File: src/rtl/bus_pkg.sv
// bus_pkg: shared bus widths, slave address map and output-stage state encoding
package bus_pkg;
  localparam int ADDR_W = 3;
  localparam int DATA_W = 8;
  localparam int SLV_ADDR0 = 0;
  localparam int SLV_ADDR1 = 1;
  localparam int SLV_ADDR2 = 2;
  localparam int SLV_ADDR3 = 3;
  localparam int SLV_ADDR4 = 4;
  typedef enum logic [1:0] {ST_EMPTY, ST_HOLD, ST_GAPWAIT} out_state_e;
endpackage

File: src/rtl/sync_fifo.sv
// sync_fifo: pointer-based FIFO; the extra pointer bit separates full from empty
module sync_fifo #(
  parameter int DEPTH = 4,
  parameter int DATA_W = 8,
  localparam int AW = $clog2(DEPTH)
) (
  input  logic              clk,
  input  logic              rst,
  input  logic              push,
  input  logic              pop,
  input  logic [DATA_W-1:0] wdata,
  output logic [DATA_W-1:0] rdata,
  output logic              full,
  output logic              empty,
  output logic [AW:0]       count
);
  logic [DATA_W-1:0] mem [DEPTH];
  logic [AW:0] wr_ptr, rd_ptr;
  always_ff @(posedge clk or negedge rst) begin
    if (!rst) begin
      wr_ptr <= '0;
      rd_ptr <= '0;
    end else begin
      if (push) wr_ptr <= wr_ptr + 1'b1;
      if (pop) rd_ptr <= rd_ptr + 1'b1;
    end
  end
  always_ff @(posedge clk) begin
    if (push) mem[wr_ptr[AW-1:0]] <= wdata;
  end
  assign rdata = mem[rd_ptr[AW-1:0]];
  assign count = wr_ptr - rd_ptr;
  assign full = count == (AW+1)'(DEPTH);
  assign empty = count == '0;
endmodule

File: src/rtl/bus_slave_fifo.sv
// bus_slave_fifo: captures one write per selected bus tenure into a FIFO and
// streams it out over valid/ready with an optional idle gap between beats
module bus_slave_fifo #(
  parameter int ADDR_W = bus_pkg::ADDR_W,
  parameter int DATA_W = bus_pkg::DATA_W,
  parameter int SLAVE_ADDR = bus_pkg::SLV_ADDR0,
  parameter int DEPTH = 4,
  parameter int GAP = 0
) (
  input  logic                   clk,
  input  logic                   rst,
  input  logic                   busbusy,
  input  logic [ADDR_W-1:0]      address,
  input  logic [DATA_W-1:0]      data,
  output logic                   out_valid,
  input  logic                   out_ready,
  output logic [DATA_W-1:0]      outdata,
  output logic [$clog2(DEPTH):0] count,
  output logic                   full,
  output logic                   ack,
  output logic                   drop,
  output logic [7:0]             drop_cnt
);
  import bus_pkg::*;
  out_state_e state, state_nxt;
  logic sel, sel_q, wr, push, pop, empty;
  logic [DATA_W-1:0] head;
  logic [3:0] gap_cnt, gap_nxt;
  // if-form so an unknown address compare resolves to "not selected"
  always_comb begin
    sel = 1'b0;
    if (busbusy && address == ADDR_W'(SLAVE_ADDR)) sel = 1'b1;
  end
  assign wr = sel & ~sel_q;
  assign push = wr & (~full | pop);
  assign out_valid = state == ST_HOLD;
  // GAPWAIT releases on the edge where the counter steps 1->0, giving GAP idle cycles
  always_comb begin
    state_nxt = state;
    gap_nxt = gap_cnt;
    pop = 1'b0;
    case (state)
      ST_EMPTY: begin
        pop = ~empty;
        state_nxt = empty ? ST_EMPTY : ST_HOLD;
      end
      ST_HOLD: begin
        if (out_ready && GAP != 0) begin
          state_nxt = ST_GAPWAIT;
          gap_nxt = 4'(GAP);
        end else if (out_ready) begin
          pop = ~empty;
          state_nxt = empty ? ST_EMPTY : ST_HOLD;
        end
      end
      ST_GAPWAIT: begin
        gap_nxt = gap_cnt - 1'b1;
        if (gap_cnt == 4'd1) begin
          pop = ~empty;
          state_nxt = empty ? ST_EMPTY : ST_HOLD;
        end
      end
      default: state_nxt = ST_EMPTY;
    endcase
  end
  always_ff @(posedge clk or negedge rst) begin
    if (!rst) begin
      sel_q <= 1'b0;
      state <= ST_EMPTY;
      gap_cnt <= '0;
      outdata <= '0;
      ack <= 1'b0;
      drop <= 1'b0;
      drop_cnt <= '0;
    end else begin
      sel_q <= sel;
      state <= state_nxt;
      gap_cnt <= gap_nxt;
      if (pop) outdata <= head;
      ack <= push;
      drop <= wr & ~push;
      if (wr && !push && drop_cnt != 8'hff) drop_cnt <= drop_cnt + 1'b1;
    end
  end
  sync_fifo #(.DEPTH(DEPTH), .DATA_W(DATA_W)) u_fifo (
    .clk(clk),
    .rst(rst),
    .push(push),
    .pop(pop),
    .wdata(data),
    .rdata(head),
    .full(full),
    .empty(empty),
    .count(count)
  );
endmodule

File: config.mk
export PLATFORM = sky130hd
export DESIGN_NAME = bus_slave_fifo
export DESIGN_NICKNAME = d
export VERILOG_FILES = /design/src/rtl/bus_pkg.sv /design/src/rtl/sync_fifo.sv /design/src/rtl/bus_slave_fifo.sv
export SDC_FILE = /design/constraint.sdc
export NUM_CORES = 1
export LEC_CHECK = 0
export BUFFER_PORTS_ARGS = -buffer_cell sky130_fd_sc_hd__buf_4
export CELL_PAD_IN_SITES_DETAIL_PLACEMENT = 0
export CELL_PAD_IN_SITES_GLOBAL_PLACEMENT = 1
export CORE_UTILIZATION = 33
export CTS_BUF_LIST = sky130_fd_sc_hd__clkbuf_8 sky130_fd_sc_hd__clkbuf_16
export DETAILED_ROUTE_END_ITERATION = 7
export PLACE_DENSITY_LB_ADDON = 0.3
export RECOVER_POWER = 100
export SYNTH_ARGS = -nofsm -noshare
export SYNTH_HDL_FRONTEND = slang
export SYNTH_HIERARCHICAL = 1
export SYNTH_SLANG_ARGS = --single-unit
File: constraint.sdc
create_clock -name clk -period 2.8 [get_ports clk]
set_input_delay 0.56 -clock clk [delete_from_list [all_inputs] [get_ports clk]]
set_output_delay 0.56 -clock clk [all_outputs]
set_load 0.05 [all_outputs]
==> flow_summary_export.csv, run 1 <==
group,metric,value,unit
run_status,status,"finished, violations left",
run_status,violations,"max-capacitance violations, max-slew violations",
critical_path,crit_arrival,2.08,ns
clocking,clock_latency,0.32,ns
floorplanning,die_y,87.7,um
pwr,irDropWorstVdd,0.349,mV
logic_synthesis,yosysUniqueCellTypes,31,
finish,register_area,1610,um^2
drt,via_count,1390,
finish,postLayoutCellArea,2930,um^2
pwr,clockPowerShare,0.215,
logic_synthesis,synth_area,2420,um^2
drt,drtIter0Drc,47,
placed_design,portBuffers,37,
sta,setup_viol,0,
global_route,grt_use_total,0.132,
critical_path,required,2.24,ns
hold_path,hold_depth,2,
placed_design,place_inst,283,
pwr,sequentialPowerShare,0.337,
logic_synthesis,synth_edf_count,32,
global_route,grt_overflow_total,0,
logic_synthesis,synth_top_family_by_area,"multiplexers",
logic_synthesis,synthFlopType,"edfxtp_1",
clocking,root_buffer,"clkbuf_8",
sta,period_needed,2.64,ns
logic_synthesis,ys_seq_area_frac,0.666,
hold_path,hold_class,"in -> reg",
pwr,netSwitchingPower,1.37,mW
critical_path,regToRegSetupSlack,0.17,ns
finish,nets,221,
pwr,leakage,1.14,nW
floorplanning,die_w,87.7,um
sta,finalCritPeriodShare,0.942,
clocking,numCtsBuffers,9,
logic_synthesis,synth-simple-area-share,0.0791,
clocking,cts_tree,"yes",
logic_synthesis,yosys-top-cells-area,"edfxtp_1, dfrtp_1, mux4_2",
critical_path,path_class,"reg -> out",
floorplanning,rows,30,
critical_path,worstReg2RegStart,"u_fifo/wr_ptr[0]",
job,max_cap_violations,1,
sta,rsz0062_at_grt,"false",
placed_design,dp_hpwl,2980,um
sta,tightest_slew,1.50,ns
sta,fmax,0.379,GHz
critical_path,cp_cell_sequence,"inv_1 > ha_1 > fa_1 > xor3_2 > nor2b_4 > buf_4",
logic_synthesis,synth_fa_ha_area_frac,0.0444,
logic_synthesis,synth_compound_area_frac,0.0258,
logic_synthesis,synth_area_leader_cell,"edfxtp_1",
critical_path,critPathLaunch,"u_fifo/wr_ptr[0]",
logic_synthesis,synthMuxAreaShare,0.140,
critical_path,slowest_delay,0.41,ns
drt,ant_nets,0,
clocking,clock_sink_count,58,
floorplanning,io_pins,38,
critical_path,reg2reg_depth,8,
critical_path,path_depth,6,
logic_synthesis,syn_avg_cell_area,16.7,um^2
pwr,swShare,0.412,
clocking,clkTransAtPathRegs,0.06,ns
logic_synthesis,syn_inst,145,
pwr,power_density,1130,nW/um^2
drt,wl_per_cell,14.7,um
drt,dr.pass1.iters,4,
drt,drc,0,
logic_synthesis,syn_nets,168,
drt,routed_via_density,4.65,
pwr,intPower,1.95,mW
sta,final-hold-violation-count,0,
finish,nFillCells,663,
logic_synthesis,synth.cells.most_frequent,"edfxtp_1, dfrtp_1, mux2_2",
logic_synthesis,ys_ff_latch,58,
finish,multi_input_area,776,um^2
sta,finClkSkew,0.00685,ns
finish,layout-drive-gt1-share,0.271,
logic_synthesis,synthXorXnorAreaFrac,0.0279,
floorplanning,initial_core_util,0.349,
placed_design,gp_congestion,0.754,
logic_synthesis,yosysWarnings,6,
global_route,grt_pass1_wl,7300,um
logic_synthesis,netlist.area_leader.share,0.397,
global_route,grt_pass1_vias,1540,
clocking,htree_num_levels,3,
hold_path,hold_start,"address[1]",
drt,wl,4390,um
critical_path,cp_num_buf_inv,2,
pwr,power_frac_comb,0.448,
critical_path,cp-start-kind,"flip-flop",
critical_path,crit_slowest_cell,"dfrtp_1",
floorplanning,fp.coreArea,6940,um^2
global_route,grt_max_degree,27,
critical_path,crit_family,"adder cells",
finish,final_cells,299,
sta,fin_setup_tns,0,ns
finish,diodes,0,
pwr,finalPower,3.32,mW
logic_synthesis,synth.most_common_cell,"edfxtp_1",
placed_design,place_area,2870,um^2
sta,slew_headroom,-0.00262,
critical_path,critPathCaptureType,"primary output",
finish,syn_to_final_growth,21.1,%
logic_synthesis,async_flop_share,0.448,
clocking,postCtsSetupRepairBufs,0,
critical_path,crit_fanout,4,
floorplanning,die_area,7680,um^2
global_route,antenna_found_initial,0,
sta,drv_slew,26,
clocking,clock_path_buffers,2,
## final cells by class
cell class              instances  area share
multi-input cells              78       0.265
repair buffers                 44      0.0730
clock inverters                 7      0.0209
inverters                       7     0.00896
clock buffers                   9      0.0422
well taps                      96      0.0410
flip-flops and latches         58       0.549
## per-stage QoR
step           worst slack [ns]  hold WS (ns)  utilization
2_1_floorplan            0.0122         0.264            -
3_3_place_gp              0.302         0.478        0.413
3_5_place_dp              0.155         0.482        0.413
4_1_cts                   0.133         0.149        0.439
5_1_grt                  0.0150         0.408        0.422
6_report                  0.164         0.423        0.422
## power groups by stage
stage / combinational [mW] / clock [mW] / sequential (mW)
after global routing: 1.61 / 0.767 / 1.14
after CTS: 1.63 / 0.728 / 1.12
after global placement: 1.60 / 0 / 1.14
after floorplan: 0.924 / 0 / 1.38
after detailed placement: 1.63 / 0 / 1.14
final: 1.49 / 0.713 / 1.12
## final timing paths
path                                     to
max                                    full
min                                   sel_q
min in group asynchronous        outdata[2]
max in group asynchronous       drop_cnt[0]
max reg2reg                u_fifo/mem[3][4]
min reg2reg                u_fifo/rd_ptr[2]
## what timing repair did
action                                  4_1_cts  5_1_grt
endpoints found under the setup margin        0        4
hold buffers                                  0        0
resized for setup                             0        2
endpoints found under the hold margin         0        0
## kinds of logic (layout without fill, tap and decap cells)
| group | after synthesis | count (layout) |
|---|---|---|
| DFF | 58 | 58 |
| and+or+nand+nor | 34 | 34 |
| muxes | 22 | 22 |
| buffers and inverters | 9 | 67 |
| adders and majority gates | 8 | 8 |
| AOI/OAI and AO/OA | 8 | 8 |
| xor gates and xnor gates | 6 | 6 |
## flip-flops by register name (all words and copies together), names as in the netlist
register / count
u_fifo/mem: 32
u_fifo/wr_ptr: 3
outdata: 8
drop_cnt: 8
ack: 1
sel_q: 1
u_fifo/rd_ptr: 3
state: 1
drop: 1
## metal layers
metal,wire [um],GRT usage,vias up
li1,-,-,640
met1,1800,0.154,706
met2,2340,0.225,36
met3,141,0.0283,8
met4,104,0.0775,0
met5,0,0,-
## cell usage in the layout, fill, tap and decap left out, types with 2 or more instances in the layout
cell       n
edfxtp_1  32
clkbuf_4   2
ha_1       7
and2_0     2
nand2_1    8
inv_1      8
clkbuf_8   9
o21ai_0    4
and2_1     2
mux4_2     8
buf_4     10
nor2_1     6
clkinv_2   3
nand4_1    2
a21oi_1    2
xor2_1     4
nand3_1    2
nor2b_1    2
mux2_2    12
clkbuf_1  29
nor3_1     2
dfrtp_1   26
mux2_1     2
clkbuf_2   3
No activity file was read; power rests on OpenSTA's default activity.
==> run 2, diff against run 1 <==
--- a/config.mk
+++ b/config.mk
@@ -5,12 +5,12 @@
 export SDC_FILE = /design/constraint.sdc
 export NUM_CORES = 1
 export LEC_CHECK = 0
-export BUFFER_PORTS_ARGS = -buffer_cell sky130_fd_sc_hd__buf_4
 export CELL_PAD_IN_SITES_DETAIL_PLACEMENT = 0
 export CELL_PAD_IN_SITES_GLOBAL_PLACEMENT = 1
 export CORE_UTILIZATION = 33
 export CTS_BUF_LIST = sky130_fd_sc_hd__clkbuf_8 sky130_fd_sc_hd__clkbuf_16
 export DETAILED_ROUTE_END_ITERATION = 7
+export DONT_BUFFER_PORTS = 1
 export PLACE_DENSITY_LB_ADDON = 0.3
 export RECOVER_POWER = 100
 export SYNTH_ARGS = -nofsm -noshare
==> flow_summary_export.csv, run 2 (same netlist as run 1, synthesis figures left out) <==
group,metric,value,unit
finish,largest_reg_flops,32,
floorplanning,initial_core_util,0.349,
sta,fmax,0.382,GHz
placed_design,place_area,2560,um^2
floorplanning,fp.coreArea,6940,um^2
clocking,clock_sink_count,58,
finish,nFillCells,650,
clocking,htree_num_levels,3,
global_route,grt_use_total,0.127,
placed_design,gp_congestion,0.755,
sta,finalCritPeriodShare,0.935,
pwr,power_density,1150,nW/um^2
critical_path,critPathCaptureType,"primary output",
clocking,clock_latency,0.34,ns
sta,worst_slack,0.181,ns
clocking,postCtsSetupRepairBufs,0,
global_route,grt_max_degree,27,
global_route,grt_pass1_wl,6810,um
pwr,irDropWorstVdd,0.442,mV
floorplanning,die_y,87.7,um
floorplanning,die_w,87.7,um
floorplanning,die_area,7680,um^2
sta,slew_headroom,-0.00404,
finish,layout-drive-gt1-share,0.290,
clocking,clock_path_buffers,2,
finish,final_cells,258,
global_route,grt_pass1_vias,1307,
placed_design,dp_hpwl,2820,um
sta,setup_viol,0,
floorplanning,rows,30,
sta,finClkSkew,0.0112,ns
sta,whs,0.323,ns
drt,drc,0,
finish,nets,182,
sta,final-hold-violation-count,0,
global_route,grt_overflow_total,0,
drt,via_count,1225,
clocking,root_buffer,"clkbuf_8",
hold_path,hold_class,"in -> reg",
clocking,numCtsBuffers,9,
finish,diodes,0,
drt,dr.pass1.iters,6,
job,max_cap_violations,1,
run_status,violations,"max-capacitance violations, max-slew violations",
critical_path,regToRegSetupSlack,0.20,ns
sta,tightest_slew,1.51,ns
clocking,clkTransAtPathRegs,0.06,ns
drt,wl,4300,um
run_status,status,"finished, violations left",
critical_path,required,2.24,ns
critical_path,cp-start-kind,"flip-flop",
pwr,leakage,1.03,nW
finish,postLayoutCellArea,2720,um^2
drt,wl_per_cell,16.7,um
clocking,cts_tree,"yes",
critical_path,path_class,"reg -> out",
floorplanning,io_pins,38,
drt,drtIter0Drc,65,
placed_design,place_inst,243,
critical_path,crit_arrival,2.06,ns
placed_design,portBuffers,0,
global_route,antenna_found_initial,0,
drt,routed_via_density,4.75,
finish,final_common_cell,"edfxtp_1",
finish,syn_to_final_growth,12.4,%
sta,period_needed,2.62,ns
placed_design,dp_slack,0.101,ns
sta,drv_slew,26,
finish,final_cell_mix,"edfxtp_1, dfrtp_1, mux2_2",
drt,ant_nets,0,
critical_path,crit_fanout,4,
run 2: what timing repair did:
item | CTS | global route
gates resized for setup | 0 | 5
endpoints found under the setup margin | 0 | 37
endpoints found under the hold margin | 26 | 0
hold buffers | 1 | 0
run 2: metal layers:
| layer | up-vias | wire length [um] | part of all wire | global-route usage |
|---|---|---|---|---|
| met3 | 11 | 235 | 0.055 | 0.0509 |
| met1 | 627 | 1890 | 0.44 | 0.155 |
| met5 | - | 0 | 0 | 0 |
| met4 | 0 | 114 | 0.027 | 0.0849 |
| li1 | 558 | - | - | - |
| met2 | 29 | 2060 | 0.48 | 0.185 |
run 2: metrics by stage:
step                total power [mW]   util   TNS, ns
global route                    3.31  0.392  -0.00166
finish                          3.13  0.392         0
detailed placement              2.52  0.369         0
floorplan                       2.30      -         0
CTS                             3.15  0.394         0
global placement                2.51  0.369         0
run 2: final timing paths:
path	start	end	cells after the start
worst min register to register	u_fifo/rd_ptr[2]	u_fifo/rd_ptr[2]	1
worst min-delay path	data[4]	u_fifo/mem[2][4]	0
worst max register to register	u_fifo/wr_ptr[0]	u_fifo/mem[2][5]	8
worst max-delay path	u_fifo/wr_ptr[0]	full	6
min in group asynchronous	rst	outdata[6]	1
max in group asynchronous	rst	outdata[0]	1
run 2: where the power goes:
part | switching (mW) | total, mW | internal [mW]
Combinational | 0.678 | 1.14 | 0.462
Clock | 0.301 | 0.601 | 0.300
Sequential | 0.349 | 1.39 | 1.04
run 2: worst max-delay path, stage by stage (launching register included):
cell	delay, ns
dfrtp_1	0.41
inv_1	0.11
ha_1	0.22
fa_1	0.37
xor3_2	0.25
nor2b_4	0.21
buf_6	0.18
run 2: area by class of cell:
| class | count | area, um^2 | share of cell area |
|---|---|---|---|
| Sequential cell | 58 | 1610 | 0.592 |
| Multi-Input combinational cell | 78 | 776 | 0.285 |
| Clock buffer | 9 | 124 | 0.0455 |
| Tap cell | 96 | 120 | 0.0442 |
| Timing Repair Buffer | 5 | 37.5 | 0.0138 |
| Inverter | 7 | 26.3 | 0.00966 |
| Clock inverter | 5 | 25.0 | 0.00920 |
